**src/rtl/pwm_sample_feeder_if.sv**
```systemverilog
// Sample handshake and PWM-side outputs of pwm_sample_feeder.
// The producer/bench uses master; the feeder uses slave.
interface pwm_sample_feeder_if #(
    parameter int DEPTH = 8
);
    logic [15:0]            in_data;
    logic                   in_valid;
    logic                   in_ready;
    logic [11:0]            sample;
    logic                   frame;
    logic                   underrun;
    logic [$clog2(DEPTH):0] level;

    modport master (
        output in_data, in_valid,
        input  in_ready, sample, frame, underrun, level
    );

    modport slave (
        input  in_data, in_valid,
        output in_ready, sample, frame, underrun, level
    );
endinterface

```
**src/rtl/pwm_sample_feeder.sv**
```systemverilog
// Buffers signed 16-bit samples and releases one 12-bit unsigned code per PWM frame.
// Optional PWM_FEEDER_NOISE_SHAPE_EN swaps rounding for first-order error feedback.
module pwm_sample_feeder #(
    parameter int PERIOD = 4095,
    parameter int DEPTH  = 8
) (
    input  logic               clk,
    input  logic               rst_n,
    pwm_sample_feeder_if.slave bus
);
    localparam int AW = $clog2(DEPTH);
    localparam int LW = AW + 1;
    localparam int CW = $clog2(PERIOD);

    logic [CW-1:0] fcnt_q, fcnt_d;
    logic [AW-1:0] wptr_q, wptr_d, rptr_q, rptr_d;
    logic [LW-1:0] level_q, level_d;
    logic [11:0]   sample_q, sample_d;
    logic          frame_q, frame_d;
    logic          underrun_q, underrun_d;
    logic [15:0]   mem [DEPTH];

    logic          full, empty, ready, frame_evt, push, pop;
    logic [15:0]   head;
    logic [16:0]   u, v;
    logic [11:0]   conv;

`ifdef PWM_FEEDER_NOISE_SHAPE_EN
    logic [3:0]    err_q, err_d;
`else
    logic          unused_low_bits;
    assign unused_low_bits = ^v[3:0];
`endif

    always_comb begin
        full      = (level_q == LW'(DEPTH));
        empty     = (level_q == '0);
        ready     = rst_n && !full;
        frame_evt = (fcnt_q == CW'(PERIOD - 1));
        push      = bus.in_valid && ready;
        // No bypass: a sample pushed on a frame edge waits for the next frame.
        pop       = frame_evt && !empty;
        head      = mem[rptr_q];
        u         = {1'b0, ~head[15], head[14:0]};
`ifdef PWM_FEEDER_NOISE_SHAPE_EN
        v         = u + {13'd0, err_q};
`else
        v         = u + 17'd8;
`endif
        conv      = v[16] ? 12'hFFF : v[15:4];
    end

    always_comb begin
        fcnt_d     = frame_evt ? '0 : fcnt_q + CW'(1);
        wptr_d     = push ? wptr_q + AW'(1) : wptr_q;
        rptr_d     = pop  ? rptr_q + AW'(1) : rptr_q;
        level_d    = level_q + LW'(push) - LW'(pop);
        sample_d   = pop ? conv : sample_q;
        frame_d    = frame_evt;
        underrun_d = frame_evt && empty;
`ifdef PWM_FEEDER_NOISE_SHAPE_EN
        err_d      = err_q;
        if (pop) begin
            err_d = v[16] ? 4'd0 : v[3:0];
        end
`endif
    end

    always_ff @(posedge clk) begin
        if (!rst_n) begin
            fcnt_q     <= '0;
            wptr_q     <= '0;
            rptr_q     <= '0;
            level_q    <= '0;
            sample_q   <= 12'd2048;
            frame_q    <= 1'b0;
            underrun_q <= 1'b0;
`ifdef PWM_FEEDER_NOISE_SHAPE_EN
            err_q      <= 4'd0;
`endif
        end else begin
            fcnt_q     <= fcnt_d;
            wptr_q     <= wptr_d;
            rptr_q     <= rptr_d;
            level_q    <= level_d;
            sample_q   <= sample_d;
            frame_q    <= frame_d;
            underrun_q <= underrun_d;
`ifdef PWM_FEEDER_NOISE_SHAPE_EN
            err_q      <= err_d;
`endif
        end
    end

    // Storage carries no reset; occupancy and pointers define validity.
    always_ff @(posedge clk) begin
        if (push) begin
            mem[wptr_q] <= bus.in_data;
        end
    end

    assign bus.in_ready = ready;
    assign bus.sample   = sample_q;
    assign bus.frame    = frame_q;
    assign bus.underrun = underrun_q;
    assign bus.level    = level_q;
endmodule

```
**src/flat_wrapper.sv**
```systemverilog
// flat-port wrapper written by rule: the top's interface ports become plain ports
module pwm_sample_feeder_flat 
#(
    parameter int PERIOD = 4095,
    parameter int DEPTH  = 8
)
  (clk, rst_n, bus_in_data, bus_in_valid, bus_in_ready, bus_sample, bus_frame, bus_underrun, bus_level);
  pwm_sample_feeder_if #(.DEPTH(DEPTH)) bus_i ();
  input  logic clk;
  input  logic rst_n;
  input wire logic [$bits(bus_i.in_data)-1:0] bus_in_data;
  input wire logic [$bits(bus_i.in_valid)-1:0] bus_in_valid;
  output wire logic [$bits(bus_i.in_ready)-1:0] bus_in_ready;
  output wire logic [$bits(bus_i.sample)-1:0] bus_sample;
  output wire logic [$bits(bus_i.frame)-1:0] bus_frame;
  output wire logic [$bits(bus_i.underrun)-1:0] bus_underrun;
  output wire logic [$bits(bus_i.level)-1:0] bus_level;
  assign bus_i.in_data = bus_in_data;
  assign bus_i.in_valid = bus_in_valid;
  assign bus_in_ready = bus_i.in_ready;
  assign bus_sample = bus_i.sample;
  assign bus_frame = bus_i.frame;
  assign bus_underrun = bus_i.underrun;
  assign bus_level = bus_i.level;
  pwm_sample_feeder #(.PERIOD(PERIOD), .DEPTH(DEPTH)) u_core (.clk(clk), .rst_n(rst_n), .bus(bus_i));
endmodule
```
**config.mk**
```make
export PLATFORM = sky130hd
export DESIGN_NAME = pwm_sample_feeder_flat
export DESIGN_NICKNAME = d
export VERILOG_FILES = /design/src/rtl/pwm_sample_feeder_if.sv /design/src/rtl/pwm_sample_feeder.sv /design/src/flat_wrapper.sv
export SDC_FILE = /design/constraint.sdc
export NUM_CORES = 1
export LEC_CHECK = 0
export BUFFER_PORTS_ARGS = -buffer_cell sky130_fd_sc_hd__buf_2
export CAP_MARGIN = 20
export CORE_UTILIZATION = 34
export CTS_BUF_LIST = sky130_fd_sc_hd__clkbuf_8
export CTS_CLUSTER_SIZE = 30
export DETAILED_ROUTE_END_ITERATION = 16
export PLACE_DENSITY = 0.54
export SYNTH_ARGS = -nofsm -noshare
export SYNTH_HDL_FRONTEND = slang
export SYNTH_SLANG_ARGS = --single-unit
```
**constraint.sdc**
```tcl
create_clock -name clk -period 3 [get_ports clk]
set_input_delay 0.9 -clock clk [delete_from_list [all_inputs] [get_ports clk]]
set_output_delay 0.9 -clock clk [all_outputs]
set_load 0.01 [all_outputs]
```
* Word-level counts from Yosys, hierarchy flattened
Memories as Yosys holds them, arrays and structs flattened. A register that Yosys moved wholly into a read port is not among the register bits. Cells that the tools add are included.
Word-level totals: word-level logic and storage cells 31, input port bits 19, output and inout bits 19, memories 1, memory bits (writable) 128, register bits after elaboration 36
Cells by class: reductions and logical operators 8, add/sub/neg operators 6, multiplexer cells 5, eq/ne operators 2, bitwise gates (word level) 2
Memory list:
- u_core.mem | depth 8, width 16, read ports 1, clocked after memory_dff 1, write ports 1, RTL line pwm_sample_feeder.sv:21 | logic [15:0] mem [DEPTH];
Operators by type and width (number):
- 16-bit by 4-bit adder with 17-bit output, second input constant | 1
- 12-bit by 1-bit adder with 12-bit output, second input constant | 1
- 12-bit == test, second input constant | 1
- 12-bit 2-to-1 mux | 1
- 3-bit by 1-bit adder with 3-bit output, second input constant | 2
- 3-bit 2-to-1 mux | 2
- 4-bit by 1-bit adder with 4-bit output | 1
- 4-bit == test, second input constant | 1
- 1-bit logical AND | 4
- 4-bit logical NOT | 1
- 4-bit by 1-bit subtractor with 4-bit output | 1
- 1-bit logical NOT | 2
- 1-bit 2-to-1 mux | 2
- 1-bit NOT | 2
- 2-bit OR reduction | 1

* Depth between registers and ports, before layout
Gate-level depths: netlist (run 1).
depth in word-level cells 6, depth in mapped cells 11, depth with buffers taken out 11

* Worst setup path before layout (run 1)
OpenSTA, ideal clock, no wires.
path type in2reg, from input port rst_n, to memory u_core.mem[0][10], enable pin, path buffers 0, setup slack 0.003 ns, stages on the path 5, library setup time 0.400 ns, arrival 2.598 ns, data required time 2.600 ns, path through a21boi_0 > nand2_1 > inv_1 > nand2b_1 > nor3_1
Between the ends: cells in the longest elaborated chain, start to end 4
Ends and longest elaborated chain:
- start: declaration | RTL line flat_wrapper.sv:10 | input logic rst_n;
- 1-bit logical AND | RTL line pwm_sample_feeder.sv:38 | ready = rst_n && !full;
- 1-bit logical AND | RTL line pwm_sample_feeder.sv:40 | push = bus.in_valid && ready;
- net u_core.push | RTL line pwm_sample_feeder.sv:23 | logic full, empty, ready, frame_evt, push, pop;
- 1-bit 2-to-1 mux | RTL line pwm_sample_feeder.sv:97 | if (push) begin
- 1-bit 2-to-1 mux (not written as such) | RTL line pwm_sample_feeder.sv:98 | mem[wptr_q] <= bus.in_data;
- end: declaration | RTL line pwm_sample_feeder.sv:21
The timed path passes the listed nets, and every way through them passes these cells.

==> summary.md, run 1 <==
| Metric | Value |
|---|---|
| H-tree level count | `4` |
| Tmin final | `2.404 ns` |
| Mapped Cells | `366` |
| Syn avg cell area | `roughly 16 µm²` |
| HP Class | `reg -> reg` |
| Pin count of the biggest net entering global routing | `31` |
| Cell Pwr Density | `581.0 nW/µm²` |
| Total GRT Usage | `roughly 14%` |
| Arr. time, crit path | `2.71 ns` |
| Io pins | `38` |
| Die Footprint | `around 18000 µm²` |
| Final GP Congestion | `~0.75` |
| Number of port buffers | `34` |
| Worst slew pin tran | `approximately 0.63 ns` |
| Most common library cell in the layout ignoring fill and taps | `edfxtp_1` |
| Leak pwr | `approximately 2.3 nW` |
| Netlist cell types | `between 40 and 50` |
| Ant diodes | `0` |
| Setup violators final | `0` |
| DR iter-0 viols | `around 130` |
| Die X | `between 100 and 150 µm` |
| Asr flop ratio synth | `0%` |
| CTS tree | `done` |
| Initial antenna violation count | `0` |
| Sequential area share after synthesis | `between 60% and 70%` |
| Commonest cells after routing, fill and taps aside | `104 x edfxtp_1, 39 x dfxtp_1, 34 x buf_2, 26 x mux4_2, 24 x nor2_1` |
| Yosys warns | `0` |
| Max Clock Freq | `0.4160 GHz` |
| DRT antenna net count | `0` |
| Post-CTS resize count | `0` |
| Max Slew Vio Count | `0` |
| Crit path required time | `3.31 ns` |
| Vias | `approximately 3100` |
| Rel. slew slack | `a little under three fifths` |
| Global-route wire length before repair | `between 15 and 20 mm` |
| Hold_buf cts | `0` |
| Via density | `approximately 4.8` |
| Clock sinks | `143` |
| Core ar. | `approximately 17000 µm²` |
| Fin crit share | `80.13%` |
| Worst skew pair latency | `0.44 ns` |
| Setup_tns | `0 ns` |
| DRC | `0` |
| Gr ovfl total | `0` |
| Clock skew | `about 0.013 ns` |
| Unrepaired setup endpoints after global routing | `false` |
| Status | `finished, final reports clean` |
| VDD IR max | `roughly 0.00027 V` |
| # rows | `47` |
| Post-DP HPWL | `between 7 and 8 mm` |
| Syn nets | `396` |
| Clk buf depth | `2` |
| #FFs+latches synth | `between 100 and 150` |
| DR WL/cell | `16.66 µm` |
| CP Max Fanout | `9` |
| Post-layout nets | `between 400 and 500` |
| Post-CTS Setup Bufs | `0` |
| Startpoint Class | `register` |
| Initial Util | `between 30% and 40%` |
| Fraction of layout cells with a size suffix above 1 | `28.44%` |
| Initial DRT Pass Iterations | `4` |
| Vias in the first global route | `roughly 3200` |
| Max cap viols | `0` |
| Cts bufs inserted | `17` |
| Total wire length | `approximately 11 mm` |
| Critical path class | `reg -> reg` |
| Hold slack final | `about 0.46 ns` |
| Clk Tree Root Cell | `clkbuf_8` |
| EDFF count, synth | `between 100 and 150` |
| Area Overhead vs Synth | `15.42%` |
| Die H | `132.9 µm` |
| Reg clk slew, reported paths | `around 0.080 ns` |
| Prevailing post-synth register cell | `edfxtp_1` |
| Post-Syn Area | `between 5000 and 6000 µm²` |
| CP Capture Type | `register` |
| Final Hold Vio Count | `0` |
-- cells in the mapped netlist (all sizes together), types with 5 or more instances --
library cell | instances | area (µm²)
nand3 | 7 | 40.04
mux4 | 26 | 585.6
dfxtp | 39 | 780.8
o21ai | 14 | 70.06
xnor2 | 11 | 96.34
nand2b | 5 | 31.28
xor2 | 10 | 87.58
edfxtp | 104 | 3123
nor2 | 24 | 90.09
inv | 10 | 37.54
buf | 8 | 67.55
and2 | 10 | 62.56
clkbuf | 5 | 18.77
nand2 | 21 | 78.83
mux2 | 9 | 108.9
nor3 | 7 | 35.03
ha | 10 | 125.1
mux2i | 6 | 60.06
a21oi | 12 | 63.81
-- final timing paths --
check / from / end / slack (ns) / cells past startpoint
worst max-delay path: register / u_core.bus.sample[3]$_SDFFE_PN0P_ / 0.60 / 6
worst max register to register: register / u_core.bus.sample[3]$_SDFFE_PN0P_ / 0.60 / 6
worst min register to register: u_core.bus.sample[10]$_SDFFE_PN0P_ / u_core.bus.sample[10]$_SDFFE_PN0P_ / 0.46 / 2
worst min-delay path: u_core.bus.sample[10]$_SDFFE_PN0P_ / u_core.bus.sample[10]$_SDFFE_PN0P_ / 0.46 / 2
-- per-layer routing --
layer	share of wire [%]	global-route usage (%)	up-vias
met2	48	21.55	43
met3	3.9	4.483	10
li1	-	-	1493
met4	1.2	5.109	0
met5	0	0	-
met1	47	17.21	1577
-- kinds of logic (layout without fill, tap and decap cells) --
logic type	after synthesis	in the layout	synth area share, %
adder cells (fa/ha/maj)	11	11	2.491
flip-flops	143	143	67.01
AO/OA/AOI/OAI	36	36	3.866
XOR/XNOR	21	21	3.157
AND/OR/NAND/NOR	91	91	8.398
buffers and inverters	23	93	2.126
multiplexers	41	41	12.95
-- through the flow --
step | instance area [µm²] | instances | power [mW] | setup WS [ns] | utilization [%]
2_1_floorplan | 5826 | 366 | 2.405 | 0.002598 | -
3_5_place_dp | 6347 | 624 | 2.504 | 0.4918 | 38.14
4_1_cts | 6724 | 656 | 3.954 | 0.5009 | 40.40
3_3_place_gp | 6347 | 624 | 2.496 | 0.4903 | 38.14
6_report | 6724 | 656 | 3.907 | 0.5962 | 40.40
5_1_grt | 6724 | 656 | 4.078 | 0.3933 | 40.40
-- registers in the layout, indices dropped and copies added (netlist names), named ones only --
signal / flops
u_core.rptr_q: 3
u_core.mem: 104
u_core.fcnt_q: 12
u_core.bus.sample: 12
u_core.bus.level: 4
u_core.wptr_q: 3
u_core.bus.underrun: 1
u_core.bus.frame: 1
-- final cells by class --
type	instances	area, µm²
Timing Repair Buffer	51	322.8
Fill cell	1535	9918
Sequential cell	143	3904
Clock inverter	15	142.6
Inverter	10	37.54
Multi-Input combinational cell	200	1808
Clock buffer	17	234.0
Tap cell	220	275.3
-- power by group --
group,internal [mW],switching (mW)
Sequential,2.17,0.0228
Clock,0.730,0.721
Combinational,0.112,0.154
-- worst max-delay path: stages, from the launching register on --
cell and delay (ns):
dfxtp_1 0.60, mux4_2 0.57, mux2i_1 0.34, nand3b_2 0.25, nor3_1 0.09, a31oi_4 0.32, a21oi_1 0.11
(Power assumes the default switching activity.)
==> run 2, diff against run 1 <==
--- a/config.mk
+++ b/config.mk
@@ -5,13 +5,14 @@
 export SDC_FILE = /design/constraint.sdc
 export NUM_CORES = 1
 export LEC_CHECK = 0
+export ABC_AREA = 1
 export BUFFER_PORTS_ARGS = -buffer_cell sky130_fd_sc_hd__buf_2
 export CAP_MARGIN = 20
 export CORE_UTILIZATION = 34
 export CTS_BUF_LIST = sky130_fd_sc_hd__clkbuf_8
 export CTS_CLUSTER_SIZE = 30
 export DETAILED_ROUTE_END_ITERATION = 16
-export PLACE_DENSITY = 0.54
+export PLACE_DENSITY = 0.55
 export SYNTH_ARGS = -nofsm -noshare
 export SYNTH_HDL_FRONTEND = slang
 export SYNTH_SLANG_ARGS = --single-unit
==> constraint.sdc (replaced) <==
create_clock -name clk -period 2.1 [get_ports clk]
set_input_delay 0.63 -clock clk [delete_from_list [all_inputs] [get_ports clk]]
set_output_delay 0.63 -clock clk [all_outputs]
set_load 0.01 [all_outputs]
==> run 2 against run 1 <==
Compared with the run above:
- flip-flop and latch count is the same
- clock skew is 0.0027 ns higher
- count of clock-buffer cells in the layout unchanged
- synthesized cell count grew 90%
- first-iteration DRC count rose by 82%
- utilization rose by 2.3 points
- register-to-register slack worse by 0.57 ns
- die area is 10% higher
- clock power grew 45%
- final cell count grew 54%
- critical path type unchanged
- critical endpoint is now u_core.bus.level[1]$_SDFF_PN0_
- largest cell class unchanged
==> summary.md, run 2 <==
| Metric | Value |
|---|---|
| DR WL met3 | `401 µm (-5.9%)` |
| Clock sinks | `143 (unchanged)` |
| Initial Util | `35.21% (+0.21 points)` |
| Asr flop ratio synth | `0% (unchanged)` |
| Die H | `139.6 µm (+5.0%)` |
| Routed wl met2 | `6.831 mm (+31%)` |
| DR WL/cell | `13.96 µm (-16%)` |
| # rows | `49 (+4.3%)` |
| Multiplexer share of the synthesized area | `0% (-13 points)` |
| Most common library cell in the layout ignoring fill and taps | `nand2_1` |
| Combinational power share | `7.3% (+0.5 points)` |
| Switching Share | `23.77% (+0.79 points)` |
| Final core utilization | `42.71% (+2.3 points)` |
| Max cap viols | `0 (unchanged)` |
| Global-route wire length before repair | `22.30 mm (+27%)` |
| CTS tree | `done` |
| Post-Syn Area | `6434 µm² (+10%)` |
| Startpoint Class | `register` |
| Syn avg cell area | `9.270 µm² (-42%)` |
| Tmin final | `2.072 ns (-0.3319 ns)` |
| CP Capture Type | `register` |
| Rel. slew slack | `73.06% (+16 points)` |
| Fin crit share | `98.66% (+19 points)` |
| Crit path largest cell delay | `0.54 ns (-0.06 ns)` |
| Post-synthesis compound-gate area fraction | `4.551% (+0.68 points)` |
| Post-Place Setup Slack | `0.01941 ns (-0.4724 ns)` |
| Cts bufs inserted | `17 (unchanged)` |
| Storage cell area | `3913 µm² (+0.22%)` |
| Via density | `4.513 (-5.2%)` |
| Total GRT Usage | `15.27% (+1.7 points)` |
| #FFs+latches synth | `143 (unchanged)` |
| Vias in the first global route | `4362 (+38%)` |
| CP cell instances | `inv_2 > ha_4 > nand2_2 > nor2_2 > nand3_2 > nor2_4 > inv_2 > nor2_4 > inv_2 > nand2_1 > ha_2 > inv_2 > fa_2 > nor2_2` |
| Internal power | `4.277 mW (+42%)` |
| Final GP Congestion | `0.7853 (+4.3%)` |
| Top cells by area, synth | `edfxtp_1 49%, dfxtp_1 12%, nand2_1 12%` |
| Combinational family with the most area after synthesis | `simple AND/OR/NAND/NOR gates` |
| Sequential area share after synthesis | `60.68% (-6.3 points)` |
| Die Footprint | `19480 µm² (+10%)` |
| Mapped Cells | `694 (+90%)` |
| Pin count of the biggest net entering global routing | `31 (unchanged)` |
| DRC | `0 (unchanged)` |
| Crit-path most repeated cell | `inv_2` |
| Cell taking the most area after synthesis | `edfxtp_1` |
| Largest register by flop count | `u_core.mem` |
| Switch Pwr | `1.334 mW (+49%)` |
| Critical path class | `reg -> reg` |
| Fillcell total | `1767 (+15%)` |
| Syn nets | `724 (+83%)` |
| DRT antenna net count | `0 (unchanged)` |
| Most common cell in the netlist | `nand2_1` |
| Met1 WL | `6.586 mm (+27%)` |
| Pwr Total | `5.611 mW (+44%)` |
| Yosys warns | `0 (unchanged)` |
| Cell Pwr Density | `719.0 nW/µm² (+24%)` |
| Status | `finished, final reports clean` |
| CP Max Fanout | `2 (-7)` |
| Commonest cells after routing, fill and taps aside | `197 x nand2_1, 104 x edfxtp_1, 99 x inv_1, 57 x nor2_1, 50 x nand3_1` |
| Clk buf depth | `2 (unchanged)` |
| Share of the synthesized area in the top cell type | `48.54% (-5.1 points)` |
| Area Overhead vs Synth | `21.30%` |
| Max reg flops | `104 (unchanged)` |
| HP Class | `in -> reg` |
| Crit path required time | `2.45 ns (-0.86 ns)` |
| Netlist cell types | `33 (-30%)` |
| Max Clock Freq | `0.4826 GHz (+16%)` |
| Initial antenna violation count | `0 (unchanged)` |
| Vias | `4563 (+46%)` |
| Arr. time, crit path | `2.42 ns (-0.29 ns)` |
| Ant diodes | `0 (unchanged)` |
| Worst slew pin tran | `0.4031 ns (-0.2248 ns)` |
| Setup violators final | `0 (unchanged)` |
| Total wire length | `14.11 mm (+29%)` |
| Die X | `139.6 µm (+5.0%)` |
| Critical path's slowest cell | `fa_2` |
| Clk Tree Root Cell | `clkbuf_8` |
| Area taken by multi-input logic gates | `2106 µm² (+16%)` |
| Max Slew Vio Count | `0 (unchanged)` |
| Unrepaired setup endpoints after global routing | `true` |
| Prevailing post-synth register cell | `edfxtp_1` |
| Final Hold Vio Count | `0 (unchanged)` |
| Clock skew | `0.01554 ns (+0.002748 ns)` |
| H-tree level count | `4 (unchanged)` |
| VDD IR max | `0.0004124 V (+51%)` |
| Clock network fraction of design power | `37.4% (+0.3 points)` |
| Number of port buffers | `34 (unchanged)` |
| Gr ovfl total | `0 (unchanged)` |
| Synth Area in XOR/XNOR | `0.6807% (-2.5 points)` |
| Fraction of layout cells with a size suffix above 1 | `20.59% (-7.9 points)` |
| DR iter-0 viols | `239 (+82%)` |
| Reg clk slew, reported paths | `0.08 ns (about the same)` |
| Initial DRT Pass Iterations | `4 (unchanged)` |
| Leak pwr | `3.288 nW (+44%)` |
| Sequential share of power | `55.3% (-0.7 points)` |
| Post-layout nets | `799 (+76%)` |
| Core ar. | `18270 µm² (+9.8%)` |
| Worst skew pair latency | `0.45 ns (about the same)` |
| Synth cell count leaders | `205 x nand2_1, 104 x edfxtp_1, 102 x inv_1` |
| Post-Synth Adder-Cell Area | `2.256% (-0.24 points)` |
| Fin worst setup slack | `0.02810 ns (-0.5681 ns)` |
| Hold_buf cts | `0 (unchanged)` |
| Top routing layer in use | `met4` |
| Simple-gate share of the synthesized area | `22.83% (+14 points)` |
| Post-DP HPWL | `8.806 mm (+26%)` |
| Io pins | `38 (unchanged)` |
| EDFF count, synth | `104 (unchanged)` |
-- run 2: cell count changes in the layout (fill, tap and decap cells not counted), moves of 9 or more --
cell,delta
nor2_1,+33
mux4_2,-26
nand2_2,+10
inv_1,+88
nand3_1,+44
buf_4,+13
o21ai_0,+13
and2_1,-10
nand2_1,+176
nor2_4,+9
-- run 2: worst paths after layout --
path                                  from                              to  slack, ns  cells past startpoint
min                        bus_in_data[11]     u_core.mem[1][11]$_DFFE_PP_       0.45                      1
max reg2reg    u_core.fcnt_q[0]$_SDFF_PP0_  u_core.bus.level[1]$_SDFF_PN0_       0.03                     14
max            u_core.fcnt_q[0]$_SDFF_PP0_  u_core.bus.level[1]$_SDFF_PN0_       0.03                     14
min reg2reg  u_core.rptr_q[0]$_SDFFE_PN0P_                        register       0.48                      1
-- run 2: power by group through the flow --
stage / clock (mW) / combinational [mW] / sequential (mW)
after detailed placement: 0 / 0.391 / 3.16
final: 2.10 / 0.411 / 3.10
after CTS: 2.16 / 0.394 / 3.10
after global placement: 0 / 0.386 / 3.16
after floorplan: 0 / 0.227 / 3.17
after global routing: 2.29 / 0.467 / 3.11
-- run 2: final cells by class --
class / instances / share of cell area [%]
Inverter: 105 / 5.243
Clock buffer: 17 / 2.998
Sequential cell: 143 / 50.14
Clock inverter: 15 / 1.892
Tap cell: 229 / 3.672
Multi-Input combinational cell: 423 / 26.98
Timing Repair Buffer: 79 / 9.075
-- run 2: cell families after synthesis --
kind of cell | Yosys count
AOI/OAI and AO/OA | 56
adders and majority gates | 11
and+or+nand+nor | 351
xor gates and xnor gates | 5
buffers and inverters | 128
DFF | 143
-- run 2: per-stage QoR --
stage	area, µm²	std cells	TNS, ns	hold slack, ns
floorplan	6518	694	0	0.4297
global placement	7189	971	0	0.4734
detailed placement	7189	971	0	0.4757
CTS	7576	1003	0	0.4271
global route	7804	1011	-0.1449	0.4230
finish	7804	1011	0	0.4477
-- run 2: critical path, delay by kind of cell (launching register included) --
| kind | cells | cell delay (ns) |
|---|---|---|
| adders and majority gates | 3 | 0.82 |
| and+or+nand+nor | 7 | 0.60 |
| DFF | 1 | 0.33 |
| buffers and inverters | 4 | 0.20 |
-- run 2: timing repair --
action | in CTS | in global routing
buffers inserted | 0 | 5
setup endpoints to repair | 2 | 16
gates resized for setup | 2 | 40
pin swaps | 2 | 9
cloned | 0 | 3
-- run 2: per-layer routing --
metal | up-vias | global-route usage, %
met2 | 54 | 25.89
met3 | 15 | 3.992
met4 | 0 | 6.593
li1 | 2383 | -
met5 | - | 0
met1 | 2111 | 18.30
